### src/rtl/pixel_adc_readout.sv
// Single-slope ADC back-end: ramp generation, per-column code capture on comparator trip,
// and a one-cycle-latency readout of the captured code for the addressed pixel.
module pixel_adc_readout #(
  parameter int unsigned num_pixels = 64,
  parameter int unsigned adc_bits   = 8,
  localparam int unsigned AW        = $clog2(num_pixels) / 2,
  localparam int unsigned N         = 2 ** AW
) (
  input  logic                clk,
  input  logic                reset_n,
  input  logic                convert,
  input  logic                read,
  input  logic [AW-1:0]       row_addr,
  input  logic [AW-1:0]       col_addr,
  input  logic [N-1:0]        cmp,
  output logic [adc_bits-1:0] dac_code,
  output logic [adc_bits-1:0] pix_data,
  output logic [2*AW-1:0]     pix_addr,
  output logic                pix_valid,
  output logic                frame_done
);

  typedef enum logic [1:0] {StIdle, StConv, StHold, StRead} state_e;

  localparam logic [adc_bits-1:0] CodeMax = {adc_bits{1'b1}};

  state_e              state_q;
  logic [adc_bits-1:0] count_q;
  logic [adc_bits-1:0] latch_q [N];
  logic [N-1:0]        done_q;
  logic [AW-1:0]       row_q;
  logic [adc_bits-1:0] pix_data_q;
  logic [2*AW-1:0]     pix_addr_q;
  logic                pix_valid_q;
  logic                frame_done_q;

  logic [2*AW-1:0] rd_addr;
  logic            rd_last;
  logic            rd_repeat;

  assign rd_addr   = {row_q, col_addr};
  assign rd_last   = &rd_addr;
  // Back-to-back reads of the last pixel report frame completion only once.
  assign rd_repeat = pix_valid_q && (&pix_addr_q);

  always_ff @(posedge clk or negedge reset_n) begin
    if (!reset_n) begin
      state_q      <= StIdle;
      count_q      <= '0;
      done_q       <= '0;
      row_q        <= '0;
      pix_data_q   <= '0;
      pix_addr_q   <= '0;
      pix_valid_q  <= 1'b0;
      frame_done_q <= 1'b0;
      for (int c = 0; c < N; c++) begin
        latch_q[c] <= '0;
      end
    end else begin
      pix_valid_q  <= 1'b0;
      frame_done_q <= 1'b0;
      if (convert && (state_q != StConv)) begin
        state_q <= StConv;
        count_q <= '0;
        done_q  <= '0;
        row_q   <= row_addr;
        for (int c = 0; c < N; c++) begin
          latch_q[c] <= '0;
        end
      end else begin
        unique case (state_q)
          StConv: begin
            for (int c = 0; c < N; c++) begin
              if (!done_q[c] && cmp[c]) begin
                latch_q[c] <= count_q;
                done_q[c]  <= 1'b1;
              end else if (!done_q[c] && !convert) begin
                latch_q[c] <= CodeMax;
              end
            end
            if (convert) begin
              if (count_q != CodeMax) begin
                count_q <= count_q + adc_bits'(1);
              end
            end else begin
              count_q <= '0;
              state_q <= StHold;
            end
          end
          StHold, StRead: begin
            if (read) begin
              state_q      <= StRead;
              pix_valid_q  <= 1'b1;
              pix_data_q   <= latch_q[col_addr];
              pix_addr_q   <= rd_addr;
              frame_done_q <= rd_last && !rd_repeat;
            end else begin
              state_q <= StHold;
            end
          end
          default: state_q <= StIdle;
        endcase
      end
    end
  end

  assign dac_code   = count_q;
  assign pix_data   = pix_data_q;
  assign pix_addr   = pix_addr_q;
  assign pix_valid  = pix_valid_q;
  assign frame_done = frame_done_q;

endmodule
### config.mk
export PLATFORM = sky130hd
export DESIGN_NAME = pixel_adc_readout
export DESIGN_NICKNAME = d
export VERILOG_FILES = /design/src/rtl/pixel_adc_readout.sv
export SDC_FILE = /design/constraint.sdc
export NUM_CORES = 1
export LEC_CHECK = 0
export ABC_AREA = 1
export BUFFER_PORTS_ARGS = -buffer_cell sky130_fd_sc_hd__buf_2
export CAP_MARGIN = 30
export CORE_MARGIN = 2
export CORE_UTILIZATION = 45
export DETAILED_ROUTE_END_ITERATION = 8
export PLACE_DENSITY = 0.76
export SETUP_SLACK_MARGIN = 0.2
export SYNTH_ARGS = -nofsm -noshare
export SYNTH_HDL_FRONTEND = slang
export SYNTH_SLANG_ARGS = --single-unit
### constraint.sdc
create_clock -name clk -period 1.3 [get_ports clk]
set_input_delay 0.26 -clock clk [delete_from_list [all_inputs] [get_ports clk]]
set_output_delay 0.26 -clock clk [all_outputs]
set_load 0.005 [all_outputs]
Word-level counts from Yosys, hierarchy flattened. Cells that the tools add are included.

Word-level logic and storage cells: 146. Bits of input ports: 18. Output and inout port bits: 24. Register bits after elaboration: 101.

$add $sub $neg: 1. Eq/ne operators: 7. Reductions and logical operators: 67. Bitwise gates (word level): 2. Magnitude comparators: 1. Multiplexer cells: 45.

Operator list (count): 2-to-1 mux 8 bit (24); 2-to-1 mux 64 bit (2); AND reduction 2 bit (17); binary-select mux 8 bit (select 3 bit) (1); nonzero test 3 bit (8); logical AND 1 bit (19); nonzero test 2 bit (9); 2-to-1 mux 1 bit (15); AND reduction 6 bit (2); zero test 1 bit (10); adder 8 x 1 -> 8 bit, second input constant (1); inequality test 8 bit, second input constant (1); equality test 2 bit, second input constant (2); greater-or-equal comparator 4 bit, second input constant (1); 2-to-1 mux 2 bit (2); inverter 3 -> 4 bit (1); case mux 2 bit (2 select lines) (1); inequality test 3 x 1 -> 1 bit, second input constant (1); inequality test 3 bit, second input constant (1); AND reduction 3 bit (1); equality test 2 x 1 -> 1 bit, second input constant (1); inequality test 2 x 1 -> 1 bit, second input constant (1); OR reduction 2 bit (1); inverter 1 bit (1).

Logic depth before layout (Yosys ltp).
Word-level depth: 7. Depth in mapped cells: 8. Mapped depth without buffers: 7.

Worst setup path after synthesis. Ideal clock, no wire load.

Path kind: reg2reg. From: reg count_q[0], in the netlist dac_code[0]. To: reg count_q[7], in the netlist dac_code[7]. Period minus slack after synthesis: 1.268 ns. Path slack: 0.032 ns. Buffers on the path: 0. Required time: 1.235 ns. Cell stages (with the launch flop): 8. Setup time: 0.065 ns. Data arrival time: 1.203 ns. Cell sequence: dfrtp_1 -> ha_1 -> nand2_1 -> nor2_1 -> nand3_1 -> nand2_2 -> nand2_1 -> nand2_1.

Longest elaborated chain between the ends: 5. Elaborated cells on any way between the ends: 8. Classes of those cells: 1 x add/sub; 2 x eq/ne; 4 x mux; 1 x reduce/logical.

RTL lines: start: declaration (line 28) `logic [adc_bits-1:0] count_q;`; start signal: assignment (line 83) `count_q <= count_q + adc_bits'(1);`; adder 8 x 1 -> 8 bit (line 83); 2-to-1 mux 8 bit (line 82) `if (count_q != CodeMax) begin`; 2-to-1 mux 8 bit (line 81) `if (convert) begin`; 2-to-1 mux 8 bit (line 71) `unique case (state_q)`; 2-to-1 mux 8 bit (line 62) `if (convert && (state_q != StConv)) begin`.

Several ways; a longest one is shown, not always the timed one. The select of a mux whose other input is x is not followed. A chain may end at the register's enable or synchronous reset.

Worst setup path after layout.
From: reg state_q[1]. To: reg latch_q[56] (netlist bit).

Longest elaborated chain between the ends: 4. Elaborated cells on any way between the ends: 7. Classes of those cells: 2 x eq/ne; 1 x mux; 4 x reduce/logical.

RTL lines: start: declaration (line 27) `state_e state_q;`; start signal: assignment (line 48) `state_q <= StIdle;`; start signal: assignment (line 63) `state_q <= StConv;`; start signal: assignment (line 87) `state_q <= StHold;`; inequality test 2 x 1 -> 1 bit (line 62); logical AND 1 bit (line 62); nonzero test 3 bit (no line) / nonzero test 2 bit (equally long branches); AND reduction 2 bit (no line); end signal: indexed assignment (line 75) `latch_q[c] <= count_q;`; end signal: indexed assignment (line 78) `latch_q[c] <= CodeMax;`; end: declaration (line 29) `logic [adc_bits-1:0] latch_q [N];`.

Several ways; a longest one is shown, not always the timed one.

==> flow_summary.yaml <==
grt:
  globalRouteTotalUtil_pct: 26.6
  grt_max_degree: 38
  grt_pass1_wl_um: 24500
  vias_in_the_first_global_route: 4864
  antenna_found_initial: 0
  overflow: 0
die:
  die_width_um: 110
  core-area_um2: 10900
  start_util_pct: 46.6
  fp-row-count: 38
  die_area_um2: 12200
  die_height_um: 110
  io_pins: 42
sta:
  period_minus_slack_ns: 1.36
  setup_slack_ns: -0.0606
  fin_worst_hold_slack_ns: 0.179
  hold_viol: 0
  worst_pin_slew_ns: 0.436
  fin_setup_tns_ns: -0.560
  timing.slew.headroom_pct: 71.0
  clock_skew_ns: 0.00810
  final_max_slew_viol_count: 0
  report.final.setup_viol: 27
  final.period_utilization_pct: 105
  achievable-frequency_ghz: 0.735
  rsz0062_at_grt: "yes"
drt:
  route.detailed.drc: 0
  route.detailed.wl_per_inst_um: 17.4
  drt_iter0_markers: 427
  drt_pre_antenna_iters: 6
  routed_wire_length_um: 15800
  via_count: 5061
  vias_per_cell: 5.58
  ant_nets: 0
yosys:
  syn_area_per_cell_um2: 7.73
  synth-edff-count: 0
  postSynth.topFlopCell: "sky130_fd_sc_hd__dfrtp_1"
  top_cell_type_by_total_area_after_synthesis: "sky130_fd_sc_hd__dfrtp_1"
  async_flop_share_pct: 100
  postSynthNetCount: 678
  synth_cells: 659
  synthDistinctLibCells: 30
  yosys_warn_count: 0
  netlist.area_leader.share_pct: 49.6
  synth_sequential_area_ratio_pct: 49.6
  post_synthesis_instance_area_um2: 5090
  yosys_register_bits: 101
  synth.area.top_cells: "sky130_fd_sc_hd__dfrtp_1 50%, sky130_fd_sc_hd__nand2_1 14%, sky130_fd_sc_hd__nand3_1 11%, sky130_fd_sc_hd__inv_1 4.4%, sky130_fd_sc_hd__o21ai_0 4.0%"
worst_setup_path:
  criticalPathCategory: "register to register"
  critPathArrivalTime_ns: 1.63
  critPathRequiredTime_ns: 1.57
  critical_path.reg2reg.endpoint: "latch_q[56]"
  critPathCaptureType: "register"
  startpoint_type: "register"
  rr_worst_depth: 6
  rr_startpoint: "state_q[1]"
  worstPathMaxFanout: 11
  reg2reg_setup_slack_ns: -0.06
cts:
  worst_skew_pair.late_latency_ns: 0.35
  numCtsBuffers: 9
  clk_pin_slew_worst_paths_ns: 0.07
  cts.path.max_buffers: 2
  cts-htree-levels: 3
  cts_root_buffer_type: "sky130_fd_sc_hd__clkbuf_16"
  clkSinkCount: 101
  tritoncts_clock_tree: "yes"
finish:
  final_cells: 907
  mostFrequentLayoutCell: "sky130_fd_sc_hd__nand2_1"
  n_fill_cell: 900
  layout-area-overhead-vs-synth_pct: 34.1
  seqCellArea_um2: 2530
  layout-drive-gt1-share_pct: 27.1
  commonest_cells_after_routing_fill_and_taps_aside: "188 x sky130_fd_sc_hd__nand2_1, 97 x sky130_fd_sc_hd__dfrtp_1, 83 x sky130_fd_sc_hd__nand3_1"
  final_net_count: 781
  antenna_cells: 0
  multi_input_area_um2: 2410
run_status:
  violations_in_the_final_reports: "setup timing"
  run_status: "complete, but fails checks"
power_and_ir_drop:
  power.ir.vdd_worst_mv: 1.19
  power_leakage_nw: 3.56
  power-per-cell-area_nw_per_um2: 1370
place:
  placed_cells: 846
  finalWeightedCongestion: 0.868
  dp_hpwl_um: 9980
  pre_cts_slack_ns: -0.0168
  numPortBuffers: 41
worst_hold_path:
  hp-class: "input pin to register"
  min_delay_path_depth: 3
  hold-path-endpoint: "row_q[1]"
  hold_path_startpoint: "row_addr[1]"
run:
  max_cap_viol_count: 0
==> worst max-delay path, stage by stage, from the launching register on <==
cell                      delay (ns)
sky130_fd_sc_hd__dfrtp_2        0.44
sky130_fd_sc_hd__inv_2          0.09
sky130_fd_sc_hd__nand2_4        0.08
sky130_fd_sc_hd__nand2_4        0.17
sky130_fd_sc_hd__buf_12         0.16
sky130_fd_sc_hd__nand2_1        0.15
sky130_fd_sc_hd__o22ai_1        0.18
==> registers in the layout, indices dropped and copies added, names as in the netlist <==
name and flops:
dac_code 8, row_q 3, frame_done 1, pix_data 8, pix_valid 1, state_q 2, latch_q 64, pix_addr 6
done_q 8
==> worst max path at each step <==
| stage | slack (ns) | to | start | depth (start not counted) |
|---|---|---|---|---|
| 4_1_cts | 0.01 | dac_code[5] | state_q[0] | 7 |
| 2_1_floorplan | 0.15 | dac_code[2] | dac_code[1] | 7 |
| 5_1_grt | -0.09 | latch_q[15] | state_q[1] | 6 |
| 3_5_place_dp | -0.02 | latch_q[17] | state_q[1] | 6 |
| 6_report | -0.06 | latch_q[56] | state_q[1] | 6 |
| 3_3_place_gp | 0.04 | latch_q[59] | state_q[1] | 6 |
==> timing repair <==
action,4_1_cts,5_1_grt
hold buffers,1,0
endpoints found under the hold margin,23,0
pin swaps,5,9
cloned,3,4
gates resized for setup,31,39
setup buffers,22,15
endpoints found under the setup margin,120,122
==> synthesized netlist by cell type, types with 2 or more instances <==
cell type                  instances
sky130_fd_sc_hd__nand2_1         196
sky130_fd_sc_hd__nand3_1         109
sky130_fd_sc_hd__dfrtp_1         101
sky130_fd_sc_hd__inv_1            60
sky130_fd_sc_hd__nor2_1           54
sky130_fd_sc_hd__o21ai_0          41
sky130_fd_sc_hd__buf_2            23
sky130_fd_sc_hd__o22ai_1          18
sky130_fd_sc_hd__o21ai_1           8
sky130_fd_sc_hd__a22oi_1           5
sky130_fd_sc_hd__clkbuf_1          5
sky130_fd_sc_hd__a21oi_1           4
sky130_fd_sc_hd__nand2_2           4
sky130_fd_sc_hd__buf_6             3
sky130_fd_sc_hd__nand3_2           3
sky130_fd_sc_hd__nand4_1           3
sky130_fd_sc_hd__nor2_2            3
sky130_fd_sc_hd__nor3_4            3
sky130_fd_sc_hd__buf_1             2
sky130_fd_sc_hd__buf_4             2
sky130_fd_sc_hd__inv_2             2
sky130_fd_sc_hd__o21ai_2           2
==> report_power, final <==
group	total, mW	switching (mW)	internal (mW)
clock	2.96	1.17	1.79
sequential	4.03	0.338	3.69
combinational	2.33	1.32	1.01
total	9.32	2.83	6.49
==> logic make-up (layout without fill, tap and decap cells) <==
family,Yosys count,in the layout,share of synthesized area [%]
xor+xnor,1,1,0.172
fa+ha+maj,1,1,0.246
buf+inv,98,205,8.43
flops,101,101,49.6
compound gates,80,80,8.92
simple gates,378,379,32.6
==> through the flow <==
step | utilization, % | power, mW | instance area (um2)
4_1_cts | 59.9 | 9.10 | 6550
6_report | 62.4 | 9.32 | 6830
3_5_place_dp | 53.4 | 5.93 | 5830
2_1_floorplan | - | 5.24 | 5260
3_3_place_gp | 53.4 | 5.85 | 5830
5_1_grt | 62.4 | 9.76 | 6830
==> cell type report <==
cell class              instances  area share, %
flip-flops and latches        101           37.1
clock inverters                 4           1.03
inverters                      63           3.57
clock buffers                  12           3.76
multi-input cells             461           35.3
well taps                     140           2.57
repair buffers                126           16.6
==> layer usage <==
layer	GRT usage (%)	vias to the layer above	part of all wire (%)
li1	-	2344	-
met1	35.5	2427	41
met2	42.5	247	48
met3	5.76	43	7.8
met4	10.4	0	3.3
met5	0	-	0
No activity file was read; power rests on OpenSTA's default activity.
